`src/rtl/cla_adder_if.sv`:
```
// cla_adder_if
// Operand/result bundle for cla_adder. Clock and reset stay outside as plain
// ports on the adder.
//   iX, iY     32-bit addends (master -> slave)
//   iCarry     carry-in at bit 0 (master -> slave)
//   oS         registered sum (slave -> master)
//   oCarry     registered unsigned carry-out of bit 31
//   oOverflow  registered two's-complement overflow
//   oZero      registered sum-is-zero flag (0 while in reset)
//   oNegative  registered copy of sum bit 31
interface cla_adder_if;
  logic [31:0] iX;
  logic [31:0] iY;
  logic        iCarry;
  logic [31:0] oS;
  logic        oCarry;
  logic        oOverflow;
  logic        oZero;
  logic        oNegative;

  modport master (
    output iX, iY, iCarry,
    input  oS, oCarry, oOverflow, oZero, oNegative
  );

  modport slave (
    input  iX, iY, iCarry,
    output oS, oCarry, oOverflow, oZero, oNegative
  );
endinterface

```
`src/rtl/cla_adder.sv`:
```
// cla_adder
// 32-bit two-level carry-lookahead adder with registered sum and ALU flags.
// Level 1: eight 4-bit groups with explicit internal carry equations plus
// group generate/propagate. Level 2: lookahead over the eight (G,P) pairs for
// c4..c32. Result and flags register together every rising edge, no enable.
//
// Ports:
//   iClk  clock, rising edge
//   nRst  asynchronous active-low reset; clears every register
//   bus   cla_adder_if.slave: iX, iY, iCarry in; oS, oCarry, oOverflow,
//         oZero, oNegative out
//
// Build option:
//   CLA_INPUT_REG_EN  when defined, iX/iY/iCarry are registered before the
//                     lookahead logic (latency 2 instead of 1).
module cla_adder (
  input  logic        iClk,
  input  logic        nRst,
  cla_adder_if.slave  bus
);

  // Operands seen by the lookahead logic.
  logic [31:0] w_x;
  logic [31:0] w_y;
  logic        w_cin;

`ifdef CLA_INPUT_REG_EN
  logic [31:0] r_x;
  logic [31:0] r_y;
  logic        r_cin;

  always_ff @(posedge iClk or negedge nRst) begin
    if (!nRst) begin
      r_x   <= '0;
      r_y   <= '0;
      r_cin <= 1'b0;
    end else begin
      r_x   <= bus.iX;
      r_y   <= bus.iY;
      r_cin <= bus.iCarry;
    end
  end

  assign w_x   = r_x;
  assign w_y   = r_y;
  assign w_cin = r_cin;
`else
  assign w_x   = bus.iX;
  assign w_y   = bus.iY;
  assign w_cin = bus.iCarry;
`endif

  // Bit-level generate / propagate.
  logic [31:0] w_g;
  logic [31:0] w_p;

  assign w_g = w_x & w_y;
  assign w_p = w_x ^ w_y;

  // Group generate/propagate and group carry-ins (w_gc[k] = c[4k]).
  logic [7:0] w_grp_g;
  logic [7:0] w_grp_p;
  logic [8:0] w_gc;

  // All bit carries c0..c32.
  logic [32:0] w_c;

  // Level-2 lookahead: carry out of group k expressed as a sum of products of
  // group G/P terms and c0, so no group waits on a neighbour's carry.
  function automatic logic f_lookahead(
    input logic [7:0]  g,
    input logic [7:0]  p,
    input logic        cin,
    input int unsigned k
  );
    logic acc;
    logic term;
    acc = 1'b0;
    for (int unsigned j = 0; j <= k; j++) begin
      term = g[j];
      for (int unsigned m = j + 1; m <= k; m++) begin
        term = term & p[m];
      end
      acc = acc | term;
    end
    term = cin;
    for (int unsigned m = 0; m <= k; m++) begin
      term = term & p[m];
    end
    return acc | term;
  endfunction

  assign w_gc[0] = w_cin;

  genvar k;
  generate
    for (k = 0; k < 8; k++) begin : g_grp
      logic [3:0] w_gg;
      logic [3:0] w_pp;
      logic       w_ci;

      assign w_gg = w_g[4*k +: 4];
      assign w_pp = w_p[4*k +: 4];
      assign w_ci = w_gc[k];

      // Level 1: internal carries as flat lookahead equations.
      assign w_c[4*k]     = w_ci;
      assign w_c[4*k + 1] = w_gg[0]
                          | (w_pp[0] & w_ci);
      assign w_c[4*k + 2] = w_gg[1]
                          | (w_pp[1] & w_gg[0])
                          | (w_pp[1] & w_pp[0] & w_ci);
      assign w_c[4*k + 3] = w_gg[2]
                          | (w_pp[2] & w_gg[1])
                          | (w_pp[2] & w_pp[1] & w_gg[0])
                          | (w_pp[2] & w_pp[1] & w_pp[0] & w_ci);

      assign w_grp_g[k] = w_gg[3]
                        | (w_pp[3] & w_gg[2])
                        | (w_pp[3] & w_pp[2] & w_gg[1])
                        | (w_pp[3] & w_pp[2] & w_pp[1] & w_gg[0]);
      assign w_grp_p[k] = &w_pp;

      // Level 2 carry into the next group.
      assign w_gc[k + 1] = f_lookahead(w_grp_g, w_grp_p, w_cin, k);
    end
  endgenerate

  assign w_c[32] = w_gc[8];

  // Sum and flags, all from the same combinational result.
  logic [31:0] w_s;
  logic        w_carry;
  logic        w_ovf;
  logic        w_zero;
  logic        w_neg;

  assign w_s     = w_p ^ w_c[31:0];
  assign w_carry = w_c[32];
  assign w_ovf   = w_c[31] ^ w_c[32];
  assign w_zero  = (w_s == '0);
  assign w_neg   = w_s[31];

  // Output registers. oZero clears to 0 so reset reads as "no result yet".
  logic [31:0] r_s;
  logic        r_carry;
  logic        r_ovf;
  logic        r_zero;
  logic        r_neg;

  always_ff @(posedge iClk or negedge nRst) begin
    if (!nRst) begin
      r_s     <= '0;
      r_carry <= 1'b0;
      r_ovf   <= 1'b0;
      r_zero  <= 1'b0;
      r_neg   <= 1'b0;
    end else begin
      r_s     <= w_s;
      r_carry <= w_carry;
      r_ovf   <= w_ovf;
      r_zero  <= w_zero;
      r_neg   <= w_neg;
    end
  end

  assign bus.oS        = r_s;
  assign bus.oCarry    = r_carry;
  assign bus.oOverflow = r_ovf;
  assign bus.oZero     = r_zero;
  assign bus.oNegative = r_neg;

endmodule

```
`src/flat_wrapper.sv`:
```
// flat-port wrapper written by rule: the top's interface ports become plain ports
module cla_adder_flat 
  (iClk, nRst, bus_iX, bus_iY, bus_iCarry, bus_oS, bus_oCarry, bus_oOverflow, bus_oZero, bus_oNegative);
  cla_adder_if bus_i ();
  input  logic iClk;
  input  logic nRst;
  input wire logic [$bits(bus_i.iX)-1:0] bus_iX;
  input wire logic [$bits(bus_i.iY)-1:0] bus_iY;
  input wire logic [$bits(bus_i.iCarry)-1:0] bus_iCarry;
  output wire logic [$bits(bus_i.oS)-1:0] bus_oS;
  output wire logic [$bits(bus_i.oCarry)-1:0] bus_oCarry;
  output wire logic [$bits(bus_i.oOverflow)-1:0] bus_oOverflow;
  output wire logic [$bits(bus_i.oZero)-1:0] bus_oZero;
  output wire logic [$bits(bus_i.oNegative)-1:0] bus_oNegative;
  assign bus_i.iX = bus_iX;
  assign bus_i.iY = bus_iY;
  assign bus_i.iCarry = bus_iCarry;
  assign bus_oS = bus_i.oS;
  assign bus_oCarry = bus_i.oCarry;
  assign bus_oOverflow = bus_i.oOverflow;
  assign bus_oZero = bus_i.oZero;
  assign bus_oNegative = bus_i.oNegative;
  cla_adder u_core (.iClk(iClk), .nRst(nRst), .bus(bus_i));
endmodule
```
`config.mk`:
```
export PLATFORM = sky130hd
export DESIGN_NAME = cla_adder_flat
export DESIGN_NICKNAME = d
export VERILOG_FILES = /design/src/rtl/cla_adder_if.sv /design/src/rtl/cla_adder.sv /design/src/flat_wrapper.sv
export SDC_FILE = /design/constraint.sdc
export NUM_CORES = 1
export LEC_CHECK = 0
export CAP_MARGIN = 15
export CORE_MARGIN = 2
export CORE_UTILIZATION = 60
export DETAILED_ROUTE_END_ITERATION = 10
export DONT_BUFFER_PORTS = 1
export PLACE_DENSITY = 0.75
export SLEW_MARGIN = 10
export SYNTH_ARGS = -nofsm -noshare
export SYNTH_HDL_FRONTEND = slang
export SYNTH_SLANG_ARGS = --single-unit
```
`constraint.sdc`:
```
create_clock -name iClk -period 0.8 [get_ports iClk]
set_input_delay 0.16 -clock iClk [delete_from_list [all_inputs] [get_ports iClk]]
set_output_delay 0.16 -clock iClk [all_outputs]
set_load 0.03 [all_outputs]
```
==> metrics.md, run 1 <==
| Metric | Value |
|---|---|
| Status | stopped before the end |
| Stopped at | 4_1_cts |
| First error | [ERROR DPL-0038] Utilization greater than 100%, impossible to legalize |
| CTS H-tree lvls | 2 |
| Avg Cell Area, Syn | roughly 11 um2 |
| Number of clock sinks | 35 |
| Postcts setup bufs | 30 |
| Largest cells by area after synthesis | dfrtp_1 (36%), ha_1 (16%), fa_1 (6.6%) |
| FP Rows | 23 |
| Post-cts sizing count | 106 |
| Max Buffers Root-to-Sink | 2 |
| Synth area leader | dfrtp_1 |
| I/O Buffers | 0 |
| Post-synthesis sequential area ratio | a little over a third |
| I/O pins | 103 |
| Net count after synthesis | between 300 and 400 |
| Die width | roughly 68 um |
| Clk root buf | clkbuf_8 |
| Post-detail-place hpwl | about 6 mm |
| Initial Util | around three fifths |
| Placed cell areas | about 3300 um2 |
| Yosys reg bits | 35 |
| Routability Congestion | 0.8507 |
| Yosys cell types | 47 |
| Share of the synthesized area in the top cell type | between 30% and 40% |
| Cell Area, Synth | 2431 um2 |
| Inserted Clock Buffers | 5 |
| Post-Synthesis Cells | approximately 230 |
| Ys Warns | 0 |
| Die height | roughly 68 um |
Yosys cell counts (all sizes together):
library cell / n
dfrtp: 35
ha: 32
a21oi: 17
nand2: 15
nor2: 15
o21ai: 12
xor2: 12
inv: 10
fa: 8
xnor2: 8
nor3: 6
nor4: 5
a211o: 4
nand4: 4
o21bai: 4
or2: 4
nand3: 3
or3: 3
a211oi: 2
a21o: 2
a311oi: 2
a31oi: 2
a32oi: 2
and2: 2
and4: 2
nor4b: 2
o21a: 2
a2111oi: 1
a221o: 1
a221oi: 1
a311o: 1
buf: 1
mux2: 1
nand2b: 1
o2111ai: 1
o21ba: 1
o22ai: 1
o2bb2ai: 1
o41a: 1
o41ai: 1
or4: 1
stage by stage:
step           setup WS (ns)  hold slack, ns  util, %  setup TNS [ns]  std cells
2_1_floorplan         -2.947         -0.1356        -          -36.07        229
3_3_place_gp          -3.141         -0.1349    84.01          -42.83        354
3_5_place_dp          -3.345         -0.1349    84.01          -44.49        354
cells by family after synthesis:
| family | Yosys count | synth area share, % |
|---|---|---|
| fa+ha+maj | 40 | 23.06 |
| compound gates | 59 | 18.07 |
| mux | 1 | 0.4632 |
| buf+inv | 11 | 1.853 |
| xor+xnor | 20 | 7.205 |
| simple gates | 63 | 13.33 |
| flops | 35 | 36.03 |
==> run 2: changes to the inputs <==
Settings changed: CORE_UTILIZATION 60 to 40, PLACE_DENSITY 0.75 to unset, PLACE_DENSITY_LB_ADDON set to 0.15.
==> metrics.md, run 2 <==
| Metric | Value |
|---|---|
| Crit Path Max Fanout | 3 |
| Peak supply drop | around 1000 uV |
| Fin worst setup slack | -2.944 ns |
| Area Overhead vs Synth | 72.57% |
| Clock transition at path regs | about 0.070 ns |
| Post-route ant nets | 0 |
| Total power | ~7.2 mW |
| Avg Cell Area, Syn | 10.62 um2 |
| Core box area | about 5900 um2 |
| Top-count cell post-synth | dfrtp_1 |
| Vias in the first global route | around 2400 |
| Cell Area, Synth | between 2000 and 2500 um2 |
| Hold Path Class | in -> async |
| Net count after synthesis | ~340 |
| Post-detail-place hpwl | about 5.5 mm |
| Die width | 81.96 um |
| CP endpoint kind | register |
| Avg WL per Cell | 19.02 um |
| Placed cell areas | between 3000 and 4000 um2 |
| Inst Count DP | 378 |
| Number of clock sinks | 35 |
| Reg area | 918.4 um2 |
| RSZ-0062 raised after global routing | true |
| Synth cell count leaders | dfrtp_1 (35), ha_1 (32), nand2_1 (15), nor2_1 (15), a21oi_1 (14) |
| Most used DFF post-synth | dfrtp_1 |
| Synth area leader | dfrtp_1 |
| I/O Buffers | 0 |
| Fill cell count | between 400 and 500 |
| Worst-margin pin slew | between 0.3 and 0.4 ns |
| Post-Route WL | approximately 7.9 mm |
| Pleak | approximately 1.7 nW |
| Yosys cell types | 47 |
| Crit path required time | 0.98 ns |
| First-pass GRT wire length | between 10 and 15 mm |
| Max reg flops | 31 |
| Final setup fails | just under 70 |
| Number of synthesized flops with an enable pin | 0 |
| Pre-antenna DRT Iters | 4 |
| Via count | 2292 |
| CTS H-tree lvls | 2 |
| Share of layout cells above drive strength 1 | slightly above 70% |
| Post-Synthesis Cells | between 200 and 250 |
| Routability Congestion | 0.7869 |
| Fmax | between 200 and 300 MHz |
| Ys Warns | 0 |
| Initial antenna violation count | 0 |
| Inserted Clock Buffers | 5 |
| Share of the synthesized area in the top cell type | 36.03% |
| Vias per cell | about 5.5 |
| FP Rows | 28 |
| Setup WS pre-CTS | -3.364 ns |
| Die footprint | approximately 6700 um2 |
| Critical Path AT | 3.93 ns |
| PD cells | 1715 nW/um2 |
| Slew margin rel. | 77.05% |
| Final Instance Area | roughly 4200 um2 |
| Final Instance Count excl. Fillers | ~420 |
| Ys async rst share | 100.0% |
| GRT Resource Usage Total | roughly 23% |
| Gr ovfl total | 0 |
| Hold Vio Cnt, Final | 35 |
| Post-synthesis sequential area ratio | a little over a third |
| Status | finished, violations left |
| Most frequent cells in the layout | buf_4 (88), dfrtp_2 (34), buf_6 (20) |
| WHS | -0.4384 ns |
| TritonCTS clock tree | done |
| Yosys reg bits | 35 |
| Max-slew violation count | 0 |
| Pin count of the biggest net entering global routing | 36 |
| Period utilization | 468.0% |
| I/O pins | 103 |
| Layout Nets | 450 |
| ANT cells | 0 |
| Final worst path period need | roughly 3.7 ns |
| Initial Util | 41.31% |
| Die height | between 80 and 90 um |
| Multi-input logic area | ~2200 um2 |
| Max Cap Viol | 0 |
| Critical Path Start Type | input port |
| Number of remaining DRC errors | 0 |
| Failing checks | hold timing, setup timing |
| Initial DRC count | 60 |
| Largest cells by area after synthesis | dfrtp_1 (36%), ha_1 (16%), fa_1 (6.6%) |
| Clk root buf | clkbuf_8 |
| Critical path type | in -> reg |
| Max Buffers Root-to-Sink | 2 |
| Most common cell after layout, fill and taps aside | buf_4 |
## run 2: cell counts after synthesis
No cell type changed its count.
## run 2: worst max-delay path, stage by stage
cell       delay (ns)
ha_4             0.25
a211oi_4         0.05
or3_4            0.40
a211o_4          0.36
a21oi_4          0.22
nand2b_4         0.17
a311o_1          0.20
fa_2             0.47
nor4_2           0.22
nand4_1          0.10
or3_1            0.33
nor3_2           0.14
o2111ai_1        0.12
or4_1            0.45
a2111oi_2        0.29
## run 2: worst paths after layout
check                      startpoint  cells past startpoint                              to
max                         bus_iX[0]                     15      u_core.bus.oZero$_DFF_PN0_
min                              nRst                      0  u_core.bus.oOverflow$_DFF_PN0_
max in group asynchronous        nRst                      0      u_core.bus.oS[6]$_DFF_PN0_
min in group iClk          bus_iX[20]                      1     u_core.bus.oS[20]$_DFF_PN0_
## run 2: timing repair
| action | in CTS | in global routing |
|---|---|---|
| endpoints found under the hold margin | 35 | 35 |
| buffers inserted | 21 | 17 |
| gates resized for setup | 102 | 24 |
| endpoints found under the setup margin | 69 | 69 |
| pin swaps | 29 | 23 |
## run 2: cell type report
| cell class | instances | share of cell area (%) |
|---|---|---|
| Sequential cell | 35 | 21.89 |
| Tap cell | 75 | 2.237 |
| Timing Repair Buffer | 108 | 21.12 |
| Inverter | 10 | 1.074 |
| Multi-Input combinational cell | 183 | 51.86 |
| Clock buffer | 7 | 1.819 |
## run 2: power breakdown
part,internal (mW),leakage (nW),switching (mW)
sequential,2.20,0.377,0.950
combinational,1.55,1.30,1.26
clock,0.600,0.0383,0.637
## run 2: stage by stage
stage               hold slack [ns]  TNS (ns)  util (%)
global placement            -0.1349    -43.57     56.68
detailed placement          -0.1348    -44.30     56.68
finish                      -0.4384    -43.45     71.28
global route                -0.4577    -45.77     71.28
floorplan                   -0.1356    -36.07         -
CTS                         -0.4456    -40.13     67.60
## run 2: logic make-up after synthesis
group	Yosys count	synth area share [%]
AOI/OAI and AO/OA	59	18.07
xor gates and xnor gates	20	7.205
adders and majority gates	40	23.06
buffers and inverters	11	1.853
DFF	35	36.03
muxes	1	0.4632
and+or+nand+nor	63	13.33
## run 2: per-layer routing
metal | wire length, um | track usage, %
met1 | 3077 | 26.54
met2 | 4050 | 42.03
met3 | 580 | 6.374
met4 | 241 | 4.333
met5 | 0 | 0
No activity file was read; power rests on OpenSTA's default activity.
